<file path="config.mk">
export PLATFORM = sky130hd
export DESIGN_NAME = px
export DESIGN_NICKNAME = d
export VERILOG_FILES = /design/src/rtl/px.sv
export SDC_FILE = /design/constraint.sdc
export NUM_CORES = 1
export LEC_CHECK = 0
export BUFFER_PORTS_ARGS = -buffer_cell sky130_fd_sc_hd__buf_2
export CAP_MARGIN = 20
export CORE_ASPECT_RATIO = 2
export CORE_UTILIZATION = 40
export CTS_BUF_LIST = sky130_fd_sc_hd__clkbuf_8
export CTS_CLUSTER_DIAMETER = 120
export CTS_CLUSTER_SIZE = 8
export DETAILED_ROUTE_END_ITERATION = 10
export GPL_ROUTABILITY_DRIVEN = 0
export SYNTH_ARGS = -nofsm -noshare
export SYNTH_HDL_FRONTEND = slang
export SYNTH_SLANG_ARGS = --single-unit
</file>
<file path="constraint.sdc">
create_clock -name __clk -period 3.3 [get_ports __clk]
set_input_delay 0.165 -clock __clk [delete_from_list [all_inputs] [get_ports __clk]]
set_output_delay 0.165 -clock __clk [all_outputs]
set_load 0.01 [all_outputs]
</file>
<file path="src/rtl/px.sv">
// px: major-state sequencer with STROB1/STROB2/GOT timing generator.
// Holds the one-hot processor state and walks a per-state phase FSM, including memory waits.
module px #(
    parameter int S1_TICKS   = 3,
    parameter int S2_TICKS   = 3,
    parameter int GAP_TICKS  = 2,
    parameter int OK_TIMEOUT = 64
) (
    input  logic __clk,
    input  logic clo,
    input  logic ep0,
    input  logic ep1,
    input  logic ep2,
    input  logic ep3,
    input  logic ep4,
    input  logic ep5,
    input  logic ek1,
    input  logic ek2,
    input  logic ei1,
    input  logic ei2,
    input  logic ei3,
    input  logic ei4,
    input  logic ei5,
    input  logic ewx,
    input  logic ok,
    output logic p0_,
    output logic p1_,
    output logic p2_,
    output logic p3_,
    output logic p4_,
    output logic p5_,
    output logic k1_,
    output logic k2_,
    output logic i1_,
    output logic i2_,
    output logic i3_,
    output logic i4_,
    output logic i5_,
    output logic wx_,
    output logic strob1_,
    output logic strob2_,
    output logic got_,
    output logic mem_req,
    output logic alarm
);

    // State bits are ordered by GOT priority, so the lowest set request bit wins.
    localparam int IX_K2  = 0;
    localparam int IX_K1  = 1;
    localparam int IX_P0  = 2;
    localparam int IX_I1  = 3;
    localparam int IX_I2  = 4;
    localparam int IX_I3  = 5;
    localparam int IX_I4  = 6;
    localparam int IX_I5  = 7;
    localparam int IX_P1  = 8;
    localparam int IX_P2  = 9;
    localparam int IX_P3  = 10;
    localparam int IX_P4  = 11;
    localparam int IX_P5  = 12;
    localparam int IX_WX  = 13;
    localparam int NUM_ST = 14;

    localparam logic [NUM_ST-1:0] TWO_MASK =
        (NUM_ST'(1) << IX_P1) | (NUM_ST'(1) << IX_P3) | (NUM_ST'(1) << IX_P4) |
        (NUM_ST'(1) << IX_K2) | (NUM_ST'(1) << IX_I2) | (NUM_ST'(1) << IX_WX);
    localparam logic [NUM_ST-1:0] MEM_MASK =
        (NUM_ST'(1) << IX_P1) | (NUM_ST'(1) << IX_P2) | (NUM_ST'(1) << IX_I2) |
        (NUM_ST'(1) << IX_I3) | (NUM_ST'(1) << IX_I4) | (NUM_ST'(1) << IX_I5);
    localparam logic [NUM_ST-1:0] RESET_ST = NUM_ST'(1) << IX_P0;

    localparam int MAX_T1 = (S1_TICKS > S2_TICKS) ? S1_TICKS : S2_TICKS;
    localparam int MAX_T2 = (MAX_T1 > GAP_TICKS) ? MAX_T1 : GAP_TICKS;
    localparam int MAX_T  = (MAX_T2 > OK_TIMEOUT) ? MAX_T2 : OK_TIMEOUT;
    localparam int CW     = $clog2(MAX_T + 1);

    localparam logic [CW-1:0] S1_LAST  = CW'(S1_TICKS - 1);
    localparam logic [CW-1:0] S2_LAST  = CW'(S2_TICKS - 1);
    localparam logic [CW-1:0] GAP_LAST = CW'(GAP_TICKS - 1);
    localparam logic [CW-1:0] TO_LAST  = CW'(OK_TIMEOUT - 1);

    typedef enum logic [2:0] {
        PH_S1,
        PH_G1,
        PH_MW,
        PH_S2,
        PH_G2,
        PH_GOT
    } phase_e;

    phase_e              phase_q, phase_d;
    logic [CW-1:0]       cnt_q, cnt_d;
    logic [NUM_ST-1:0]   state_q, state_d;
    logic                run_q, run_d;
    logic                alarm_q, alarm_d;
    logic                strob1_q, strob1_d;
    logic                strob2_q, strob2_d;
    logic                got_q, got_d;
    logic                mem_req_q, mem_req_d;

    logic [NUM_ST-1:0]   req;
    logic [NUM_ST-1:0]   pick;
    logic                is_two;
    logic                is_mem;

    assign req = {ewx, ep5, ep4, ep3, ep2, ep1, ei5, ei4, ei3, ei2, ei1, ep0, ek1, ek2};

    assign is_two = |(state_q & TWO_MASK);
    assign is_mem = |(state_q & MEM_MASK);

    // Scanning from the top down leaves the highest-priority request in pick.
    always_comb begin
        pick = state_q;
        for (int i = NUM_ST - 1; i >= 0; i--) begin
            if (req[i]) begin
                pick    = '0;
                pick[i] = 1'b1;
            end
        end
    end

    // NOTE: every signal written here gets a default first, so no path can infer a latch.
    always_comb begin
        phase_d = phase_q;
        cnt_d   = cnt_q + CW'(1);
        state_d = state_q;
        alarm_d = alarm_q;
        run_d   = 1'b1;

        if (!run_q) begin
            // First edge after reset opens S1 with a fresh count.
            phase_d = PH_S1;
            cnt_d   = '0;
        end else begin
            unique case (phase_q)
                PH_S1: begin
                    if (cnt_q == S1_LAST) begin
                        phase_d = PH_G1;
                        cnt_d   = '0;
                    end
                end
                PH_G1: begin
                    if (cnt_q == GAP_LAST) begin
                        cnt_d = '0;
                        if (is_mem)      phase_d = PH_MW;
                        else if (is_two) phase_d = PH_S2;
                        else             phase_d = PH_GOT;
                    end
                end
                PH_MW: begin
                    if (ok || cnt_q == TO_LAST) begin
                        cnt_d   = '0;
                        phase_d = is_two ? PH_S2 : PH_GOT;
                        if (!ok) alarm_d = 1'b1;
                    end
                end
                PH_S2: begin
                    if (cnt_q == S2_LAST) begin
                        phase_d = PH_G2;
                        cnt_d   = '0;
                    end
                end
                PH_G2: begin
                    if (cnt_q == GAP_LAST) begin
                        phase_d = PH_GOT;
                        cnt_d   = '0;
                    end
                end
                PH_GOT: begin
                    phase_d = PH_S1;
                    cnt_d   = '0;
                    state_d = pick;
                end
                default: begin
                    phase_d = PH_S1;
                    cnt_d   = '0;
                end
            endcase
        end
    end

    // Pulse outputs are decoded from the next phase and registered, so they are glitch-free.
    always_comb begin
        strob1_d  = !(run_d && phase_d == PH_S1);
        strob2_d  = !(phase_d == PH_S2);
        got_d     = !(phase_d == PH_GOT);
        mem_req_d = (phase_d == PH_MW);
    end

    // NOTE: sequential state uses non-blocking assignments so every flop samples pre-edge values.
    always_ff @(posedge __clk or posedge clo) begin
        if (clo) begin
            phase_q   <= PH_S1;
            cnt_q     <= '0;
            state_q   <= RESET_ST;
            run_q     <= 1'b0;
            alarm_q   <= 1'b0;
            strob1_q  <= 1'b1;
            strob2_q  <= 1'b1;
            got_q     <= 1'b1;
            mem_req_q <= 1'b0;
        end else begin
            phase_q   <= phase_d;
            cnt_q     <= cnt_d;
            state_q   <= state_d;
            run_q     <= run_d;
            alarm_q   <= alarm_d;
            strob1_q  <= strob1_d;
            strob2_q  <= strob2_d;
            got_q     <= got_d;
            mem_req_q <= mem_req_d;
        end
    end

    assign k2_ = ~state_q[IX_K2];
    assign k1_ = ~state_q[IX_K1];
    assign p0_ = ~state_q[IX_P0];
    assign i1_ = ~state_q[IX_I1];
    assign i2_ = ~state_q[IX_I2];
    assign i3_ = ~state_q[IX_I3];
    assign i4_ = ~state_q[IX_I4];
    assign i5_ = ~state_q[IX_I5];
    assign p1_ = ~state_q[IX_P1];
    assign p2_ = ~state_q[IX_P2];
    assign p3_ = ~state_q[IX_P3];
    assign p4_ = ~state_q[IX_P4];
    assign p5_ = ~state_q[IX_P5];
    assign wx_ = ~state_q[IX_WX];

    assign strob1_ = strob1_q;
    assign strob2_ = strob2_q;
    assign got_    = got_q;
    assign mem_req = mem_req_q;
    assign alarm   = alarm_q;

endmodule

</file>
==> impl_metrics.py, run 1 <==
metrics = {
    "run_status": {
        "outcome": "finished, final reports clean",
    },
    "sta": {
        "slew_headroom_pct": 47.4,
        "setup_violations": 0,
        "worstMarginPinSlew_ns": 0.790,
        "setup_tns_ns": 0,
        "timing.fmax_ghz": 0.471,
        "holdWs_ns": 0.152,
        "finalHoldViolations": 0,
        "fin_crit_ns": 2.12,
        "rsz0062_at_grt": "false",
        "skew_ns": 0.00532,
        "slew_viol_final": 0,
        "finalCritPeriodShare_pct": 64.4,
    },
    "yosys": {
        "synthCells": 161,
        "ys_warn_count": 0,
        "syn_area_per_cell_um2": 10.0,
        "synth_top_cell_by_area": "dfrtp_1",
        "synthFlopType": "dfrtp_1",
        "yosys_register_bits": 30,
        "syn_area_mm2": 0.00162,
        "synth_edf_count": 0,
        "synth_nets": 181,
        "seq_area_frac_synth_pct": 46.8,
        "synthTopCellsByArea": "dfrtp_1 40%, mux2i_1 6.8%, dfstp_2 6.5%, inv_1 4.4%, nor2_1 4.4%",
        "synth_cell_type_count": 47,
        "yosys.area.top_type_share_pct": 40.3,
        "ys_async_sr_fraction_pct": 100,
    },
    "finish": {
        "fin_cells": 253,
        "final_common_cell": "buf_2",
        "syn2layout_area_growth_pct": 20.4,
        "final_cell_mix": "35 x buf_2, 26 x dfrtp_1, 20 x inv_1, 19 x nor2_1, 11 x mux2i_1",
        "fillers": 391,
        "layout-drive-gt1-share_pct": 28.2,
        "finish.utilization_pct": 50.6,
        "antenna_cells": 0,
        "nets": 221,
    },
    "power_and_ir_drop": {
        "seqPwrFrac_pct": 47.8,
        "ir_drop_mv": 0.261,
        "p_clk_share_pct": 32.4,
        "powerDensity_mw_per_mm2": 474,
        "p_leak_nw": 0.903,
        "swShare_pct": 29.8,
        "p_switching_mw": 0.275,
        "finalPower_mw": 0.921,
        "power_frac_comb_pct": 19.8,
        "p_int_mw": 0.647,
    },
    "critical_path": {
        "worst_r2r_path_depth": 5,
        "crit_arrival_ns": 2.28,
        "r2r_setup_slack_ns": 1.25,
        "crit_path_end_kind": "flop",
        "rr_endpoint": "cnt_q[3]$_DFF_PP0_",
        "startpoint": "ek2",
        "critPathLaunchType": "input port",
        "required_ns": 3.46,
        "critPathKind": "in -> reg",
        "r2r-start": "cnt_q[3]$_DFF_PP0_",
        "cp_max_fo": 14,
        "endpoint": "state_q[4]$_DFFE_PP0P_",
    },
    "global_route": {
        "grt_max_degree": 31,
        "grt_pass1_wl_um": 6090,
        "antenna_found_initial": 0,
        "overflow": 0,
        "grtUsageTotal_pct": 19.3,
        "first_global_vias": 1431,
    },
    "floorplanning": {
        "num_rows": 32,
        "ios": 36,
        "die_height_um": 91.9,
        "core_area_mm2": 0.00384,
        "die-area_mm2": 0.00431,
        "start_util_pct": 42.0,
        "die_x_um": 46.9,
    },
    "detailed_routing": {
        "dr.pass1.iters": 4,
        "drcViolationCount": 0,
        "drt_iter0_markers": 14,
        "vias": 1336,
        "wire_per_inst_um": 14.1,
        "wirelength_um": 3580,
        "ant_nets": 0,
        "routed_via_density": 5.28,
    },
    "cts": {
        "path_clk_slew_ns": 0.07,
        "cts_tree": "done",
        "ctsHtreeMaxLevel": 2,
        "clockRootBuffer": "clkbuf_8",
        "cts_made_buffers": 5,
        "clk_latency_ns": 0.28,
        "clockBufferDepth": 2,
        "clock_sinks": 30,
    },
    "worst_hold_path": {
        "hold_path.class": "in -> reg",
    },
    "placement": {
        "dp_hpwl_um": 2760,
        "dp_cells": 243,
        "io_buffers": 35,
    },
    "job": {
        "max_cap_viol_count": 0,
    },
}
## layout make-up
class / instances / area (um2) / share of cell area [%]
clock inverters: 2 / 8.76 / 0.450
flip-flops and latches: 30 / 756 / 38.9
repair buffers: 37 / 213 / 10.9
well taps: 51 / 63.8 / 3.28
inverters: 19 / 71.3 / 3.67
clock buffers: 6 / 82.6 / 4.25
multi-input cells: 108 / 749 / 38.5
## worst min path at each step
stage | end | from | slack (ns) | depth (start not counted)
floorplan | alarm$_DFFE_PP0P_ | clo | 0.25 | 1
global placement | state_q[8]$_DFFE_PP0P_ | ep1 | 0.43 | 3
detailed placement | state_q[8]$_DFFE_PP0P_ | ep1 | 0.44 | 3
finish | state_q[8]$_DFFE_PP0P_ | ep1 | 0.15 | 3
global route | state_q[8]$_DFFE_PP0P_ | ep1 | 0.17 | 3
CTS | state_q[8]$_DFFE_PP0P_ | ep1 | 0.15 | 3
## logic make-up after synthesis
family / after synthesis / synth area share (%)
muxes: 15 / 9.61
xor gates and xnor gates: 5 / 2.71
adders and majority gates: 3 / 2.32
DFF: 30 / 46.8
and+or+nand+nor: 63 / 22.7
AOI/OAI and AO/OA: 21 / 8.83
other: 1 / 0.232
buffers and inverters: 23 / 6.82
## layer usage
metal / track usage (%) / routed length, um / vias to the layer above
met5: 0 / 0 / -
met4: 8.10 / 57 / 0
met3: 4.33 / 110 / 6
met2: 35.5 / 2150 / 34
met1: 18.7 / 1260 / 660
li1: - / - / 636
## Yosys cell counts, types with 3 or more instances
master	number
dfrtp_1	26
inv_1	19
nor2_1	19
mux2i_1	11
nand2_1	7
nor3_1	7
o21ai_0	5
a21oi_1	4
dfstp_2	4
mux2_2	4
nand2b_1	4
nand3_1	4
ha_1	3
or4_1	3
xnor2_1	3
## worst max-delay path: stages
cell and delay [ns]:
buf_2 0.12, or4_4 0.58, nor4b_4 0.39, nand3_2 0.13, o31a_1 0.52, mux2_2 0.37
## state kept, by name, summed over array words and instances (netlist names)
signal,count
state_q,14
cnt_q,7
phase_q,3
alarm,1
got_,1
mem_req,1
run_q,1
strob1_,1
strob2_,1
## through the flow
stage	setup slack, ns	area, um2
finish	1.18	1940
floorplan	1.37	1620
global route	1.11	1940
detailed placement	0.864	1820
global placement	0.940	1820
CTS	1.17	1910
## power groups by stage
stage | clock (mW) | sequential, mW | combinational (mW)
after floorplan | 0 | 0.434 | 0.130
after global placement | 0 | 0.443 | 0.172
after detailed placement | 0 | 0.446 | 0.178
final | 0.299 | 0.440 | 0.182
after CTS | 0.307 | 0.439 | 0.179
after global routing | 0.323 | 0.446 | 0.206
## what timing repair did
action,4_1_cts,5_1_grt
hold buffers,0,1
hold endpoints to repair,0,5
resized for setup,0,0
setup buffers,0,0
setup endpoints to repair,0,0
Power figures use the tool's default switching activity.
==> run 2: changes to the inputs <==
--- a/config.mk
+++ b/config.mk
@@ -5,6 +5,7 @@
 export SDC_FILE = /design/constraint.sdc
 export NUM_CORES = 1
 export LEC_CHECK = 0
+export ABC_AREA = 1
 export BUFFER_PORTS_ARGS = -buffer_cell sky130_fd_sc_hd__buf_2
 export CAP_MARGIN = 20
 export CORE_ASPECT_RATIO = 2
==> constraint.sdc (replaced) <==
create_clock -name __clk -period 1.7 [get_ports __clk]
set_input_delay 0.085 -clock __clk [delete_from_list [all_inputs] [get_ports __clk]]
set_output_delay 0.085 -clock __clk [all_outputs]
set_load 0.01 [all_outputs]
==> impl_metrics.py, run 2 <==
metrics = {
    "global_route": {
        "first_global_vias": 1467,
        "overflow": 0,
        "grt_pass1_wl_um": 6120,
        "antenna_found_initial": 0,
        "grtUsageTotal_pct": 17.9,
        "grt_max_degree": 31,
    },
    "detailed_routing": {
        "wire_per_inst_um": 11.0,
        "vias": 1500,
        "drt_iter0_markers": 44,
        "routed_via_density": 4.63,
        "wirelength_um": 3560,
        "dr.pass1.iters": 4,
        "drcViolationCount": 0,
        "ant_nets": 0,
    },
    "cts": {
        "clock_sinks": 30,
        "cts_tree": "done",
        "path_clk_slew_ns": 0.07,
        "cts_made_buffers": 5,
        "clockBufferDepth": 2,
        "clockRootBuffer": "clkbuf_8",
        "cts_setup_buffers": 0,
        "clk_latency_ns": 0.28,
        "ctsHtreeMaxLevel": 2,
    },
    "yosys": {
        "yosys.area.top_type_share_pct": 37.5,
        "synth_edf_count": 0,
        "synth-xor-area-share_pct": 2.02,
        "synthTopCellsByArea": "dfrtp_1 38%, nand2_1 11%, inv_1 10%, nor2_1 6.7%, dfstp_2 6.1%",
        "synth_nets": 247,
        "yosys.area_share.simple_pct": 31.4,
        "synth_cell_type_count": 29,
        "synth_top_family_by_area": "simple AND/OR/NAND/NOR gates",
        "synthMuxAreaShare_pct": 0,
        "yosys_register_bits": 30,
        "synth_top_cell_by_area": "dfrtp_1",
        "syn_area_per_cell_um2": 7.63,
        "syn_area_mm2": 0.00173,
        "seq_area_frac_synth_pct": 43.6,
        "synth_compound_area_share_pct": 8.88,
        "ys_warn_count": 0,
        "synth_common_cells": "50 x nand2_1, 46 x inv_1, 31 x nor2_1",
        "synthCells": 227,
        "synth_fa_ha_area_share_pct": 2.17,
        "ys_async_sr_fraction_pct": 100,
        "synth_most_common_cell": "nand2_1",
        "synthFlopType": "dfrtp_1",
    },
    "sta": {
        "rsz0062_at_grt": "false",
        "timing.fmax_ghz": 0.676,
        "skew_ns": 0.00611,
        "finalCritPeriodShare_pct": 87.0,
        "slew_viol_final": 0,
        "setup_ws_ns": 0.221,
        "setup_tns_ns": 0,
        "fin_crit_ns": 1.48,
        "setup_violations": 0,
        "finalHoldViolations": 0,
    },
    "critical_path": {
        "crit_path_end_kind": "flop",
        "required_ns": 1.91,
        "crit_arrival_ns": 1.69,
        "cp_max_fo": 4,
        "critPathKind": "reg -> reg",
        "critPathLaunchType": "flop",
    },
    "finish": {
        "largest_register": "state_q",
        "top_regs": "state_q: 14 flops, cnt_q: 7 flops, phase_q: 3 flops",
        "syn2layout_area_growth_pct": 20.8,
        "fin_cells": 324,
        "final_cell_mix": "50 x nand2_1, 46 x inv_1, 35 x buf_2, 31 x nor2_1, 26 x dfrtp_1",
        "final_common_cell": "nand2_1",
        "antenna_cells": 0,
        "largest_reg_flops": 14,
        "nets": 291,
        "layout-drive-gt1-share_pct": 27.2,
    },
    "power_and_ir_drop": {
        "p_leak_nw": 1.07,
        "finalPower_mw": 1.89,
        "powerDensity_mw_per_mm2": 902,
        "ir_drop_mv": 0.475,
    },
    "placement": {
        "io_buffers": 35,
        "dp_cells": 315,
        "dp_hpwl_um": 2800,
        "place_ws_ns": 0.258,
    },
    "floorplanning": {
        "die_x_um": 48.5,
        "die-area_mm2": 0.00462,
        "num_rows": 33,
        "start_util_pct": 42.0,
        "ios": 36,
        "die_height_um": 95.1,
        "core_area_mm2": 0.00413,
    },
    "worst_hold_path": {
        "hold_path.class": "in -> reg",
    },
    "run_status": {
        "outcome": "finished, final reports clean",
    },
    "job": {
        "max_cap_viol_count": 0,
    },
}
==> run 2: cell count changes after synthesis, moves of 3 or more <==
cell,change
nor3_1,-3
o21ai_2,+11
inv_1,+27
nand2_1,+43
or4_1,-3
nand2b_1,-4
o21ai_0,-3
mux2i_1,-11
nor2_1,+12
nand3_1,+17
mux2_2,-4
==> run 2: final timing paths <==
check | cells past startpoint | to | start | slack, ns
max | 10 | strob2_$_DFF_PP1_ | phase_q[0]$_DFF_PP0_ | 0.22
min | 3 | state_q[11]$_DFFE_PP0P_ | ep4 | 0.07
max reg2reg | 10 | strob2_$_DFF_PP1_ | phase_q[0]$_DFF_PP0_ | 0.22
min reg2reg | 1 | alarm$_DFFE_PP0P_ | alarm$_DFFE_PP0P_ | 0.47
max in group asynchronous | 4 | strob1_$_DFF_PP1_ | clo | 0.95
min in group asynchronous | 4 | state_q[12]$_DFFE_PP0P_ | clo | 0.41
==> run 2: what timing repair did <==
action	4_1_cts	5_1_grt
hold endpoints to repair	26	0
hold buffers	1	0
resized for setup	0	0
==> run 2: final cells by class <==
cell class	count	area, um2
Fill cell	429	2040
Multi-Input combinational cell	147	774
Sequential cell	30	756
Timing Repair Buffer	39	208
Inverter	48	180
Clock buffer	8	110
Tap cell	52	65.1
==> run 2: report_power, final <==
| part | leakage, nW | switching [mW] | internal, mW |
|---|---|---|---|
| clock | 0.0575 | 0.268 | 0.408 |
| combinational | 0.614 | 0.252 | 0.143 |
| sequential | 0.395 | 0.0434 | 0.773 |
| total | 1.07 | 0.564 | 1.32 |
==> run 2: metrics by stage <==
step / util (%) / area, um2 / hold WS (ns)
6_report: 50.7 / 2090 / 0.0654
4_1_cts: 50.7 / 2090 / 0.0651
3_5_place_dp: 47.8 / 1970 / 0.180
5_1_grt: 50.7 / 2090 / 0.0891
2_1_floorplan: - / 1730 / 0.173
3_3_place_gp: 47.8 / 1970 / 0.178
==> run 2: layer usage <==
| layer | vias up | track usage (%) | share of wire (%) |
|---|---|---|---|
| met4 | 0 | 12.0 | 2.7 |
| met5 | - | 0 | 0 |
| met3 | 8 | 3.03 | 2.4 |
| li1 | 779 | - | - |
| met1 | 686 | 15.2 | 36 |
| met2 | 27 | 36.5 | 59 |
==> run 2: worst max-delay path, cell delays in order (launching register included) <==
cell,delay [ns]
dfrtp_1,0.42
inv_1,0.17
nand2_1,0.11
nor2_1,0.13
inv_1,0.07
nand2_1,0.07
nand3_1,0.10
nand2_1,0.11
nand2_1,0.08
inv_1,0.08
nand2_1,0.05
==> run 2: logic make-up after synthesis <==
| family | count (synthesis) |
|---|---|
| adder cells (fa/ha/maj) | 3 |
| AO/OA/AOI/OAI | 20 |
| XOR/XNOR | 4 |
| flip-flops | 30 |
| AND/OR/NAND/NOR | 119 |
| other | 1 |
| buffers and inverters | 50 |
==> run 3: changes to the inputs <==
==> constraint.sdc (replaced) <==
create_clock -name __clk -period 1.7 [get_ports __clk]
set_input_delay 0.34 -clock __clk [delete_from_list [all_inputs] [get_ports __clk]]
set_output_delay 0.34 -clock __clk [all_outputs]
set_load 0.05 [all_outputs]
==> impl_metrics.py, run 3 (synthesis gave the netlist of run 2 again) <==
metrics = {
    "run_status": {
        "outcome": "finished, final reports clean",
    },
    "detailed_routing": {
        "wirelength_um": 3570,
        "vias": 1508,
        "drcViolationCount": 0,
        "routed_via_density": 4.61,
        "wire_per_inst_um": 10.9,
        "ant_nets": 0,
        "drt_iter0_markers": 25,
        "dr.pass1.iters": 4,
    },
    "sta": {
        "finalCritPeriodShare_pct": 90.0,
        "setup_tns_ns": 0,
        "slew_viol_final": 0,
        "timing.fmax_ghz": 0.654,
        "setup_ws_ns": 0.171,
        "finalHoldViolations": 0,
        "fin_crit_ns": 1.53,
        "setup_violations": 0,
        "rsz0062_at_grt": "false",
        "skew_ns": 0.00338,
    },
    "cts": {
        "clockBufferDepth": 2,
        "clock_sinks": 30,
        "ctsHtreeMaxLevel": 2,
        "clockRootBuffer": "clkbuf_8",
        "ctsHoldBuffers": 0,
        "cts_setup_buffers": 0,
        "post_cts_resized": 0,
        "cts_made_buffers": 5,
        "cts_tree": "done",
        "path_clk_slew_ns": 0.06,
        "clk_latency_ns": 0.27,
    },
    "global_route": {
        "antenna_found_initial": 0,
        "grt_max_degree": 31,
        "first_global_vias": 1496,
        "grtUsageTotal_pct": 17.4,
        "overflow": 0,
        "grt_pass1_wl_um": 6040,
    },
    "finish": {
        "final_common_cell": "nand2_1",
        "largest_register": "state_q",
        "syn2layout_area_growth_pct": 23.0,
        "finish.utilization_pct": 51.6,
        "layout-drive-gt1-share_pct": 29.1,
        "antenna_cells": 0,
        "nets": 294,
        "top_regs": "state_q: 14 flops, cnt_q: 7 flops, phase_q: 3 flops",
        "final_cell_mix": "49 x nand2_1, 46 x inv_1, 35 x buf_2, 30 x nor2_1, 26 x dfrtp_1",
        "largest_reg_flops": 14,
        "final_area_mm2": 0.00213,
    },
    "critical_path": {
        "cp_max_fo": 4,
        "crit_path_end_kind": "flop",
        "critPathKind": "reg -> reg",
        "r2r-start": "cnt_q[0]$_DFF_PP0_",
        "critPathLaunchType": "flop",
        "startpoint": "cnt_q[0]$_DFF_PP0_",
        "crit_arrival_ns": 1.69,
        "required_ns": 1.86,
    },
    "floorplanning": {
        "core_area_mm2": 0.00413,
        "die_height_um": 95.1,
        "ios": 36,
        "die-area_mm2": 0.00462,
        "num_rows": 33,
        "start_util_pct": 42.0,
        "die_x_um": 48.5,
    },
    "power_and_ir_drop": {
        "p_switching_mw": 0.615,
        "seqPwrFrac_pct": 41.7,
        "p_leak_nw": 1.09,
        "ir_drop_mv": 0.438,
        "powerDensity_mw_per_mm2": 916,
        "p_int_mw": 1.34,
        "power_frac_comb_pct": 24.6,
        "swShare_pct": 31.5,
        "p_clk_share_pct": 33.7,
    },
    "placement": {
        "io_buffers": 35,
        "dp_hpwl_um": 2960,
        "place_ws_ns": 0.146,
        "placed_area_mm2": 0.00202,
    },
    "worst_hold_path": {
        "hold_path.class": "in -> async",
    },
    "job": {
        "max_cap_viol_count": 0,
    },
}
run 3: cell count changes in the layout (fill, tap and decap cells not counted), sizes merged:
cell	change
buf	+4
dlygate4sd3	-1
run 3: final cells by class:
| cell class | count | area [um2] |
|---|---|---|
| Clock buffer | 8 | 110 |
| Fill cell | 452 | 2000 |
| Inverter | 48 | 180 |
| Multi-Input combinational cell | 147 | 779 |
| Sequential cell | 30 | 756 |
| Tap cell | 52 | 65.1 |
| Timing Repair Buffer | 42 | 240 |
run 3: power groups by stage:
stage          logic (mW)  clock network, mW  registers [mW]
2_1_floorplan       0.284                  0           0.886
3_3_place_gp        0.469                  0           0.825
3_5_place_dp        0.481                  0           0.827
4_1_cts             0.482              0.680           0.815
5_1_grt             0.546              0.703           0.819
6_report            0.480              0.657           0.815
run 3: worst paths after layout:
path / endpoint / slack, ns / depth (start not counted)
max reg2reg: cnt_q[4]$_DFF_PP0_ / 0.17 / 10
max: cnt_q[4]$_DFF_PP0_ / 0.17 / 10
max in group asynchronous: got_$_DFF_PP1_ / 1.26 / 3
min reg2reg: alarm$_DFFE_PP0P_ / 0.48 / 1
min in group __clk: state_q[1]$_DFFE_PP0P_ / 0.33 / 3
min: cnt_q[2]$_DFF_PP0_ / 0.12 / 3
run 3: critical path, cell delays in order, from the launching register on:
cell and delay [ns]:
dfrtp_1 0.40, ha_1 0.20, nand2_1 0.07, nor2_2 0.17, nand2_2 0.10, nand3_1 0.08, nand2_1 0.08, inv_2 0.07
nand3_2 0.11, nand2_2 0.11, nor2_1 0.04
run 3: through the flow:
stage               hold WS [ns]  instances  power [mW]
floorplan                  0.428        227        1.17
global placement           0.426        319        1.29
detailed placement         0.437        319        1.31
CTS                        0.137        327        1.98
global route               0.177        327        2.07
finish                     0.124        327        1.95
run 3: per-layer routing:
metal	vias up	part of all wire (%)	global-route usage [%]
met3	9	2.4	3.03
met5	-	0	0
li1	787	-	-
met1	683	35	15.5
met4	0	2.4	9.56
met2	29	60	35.6
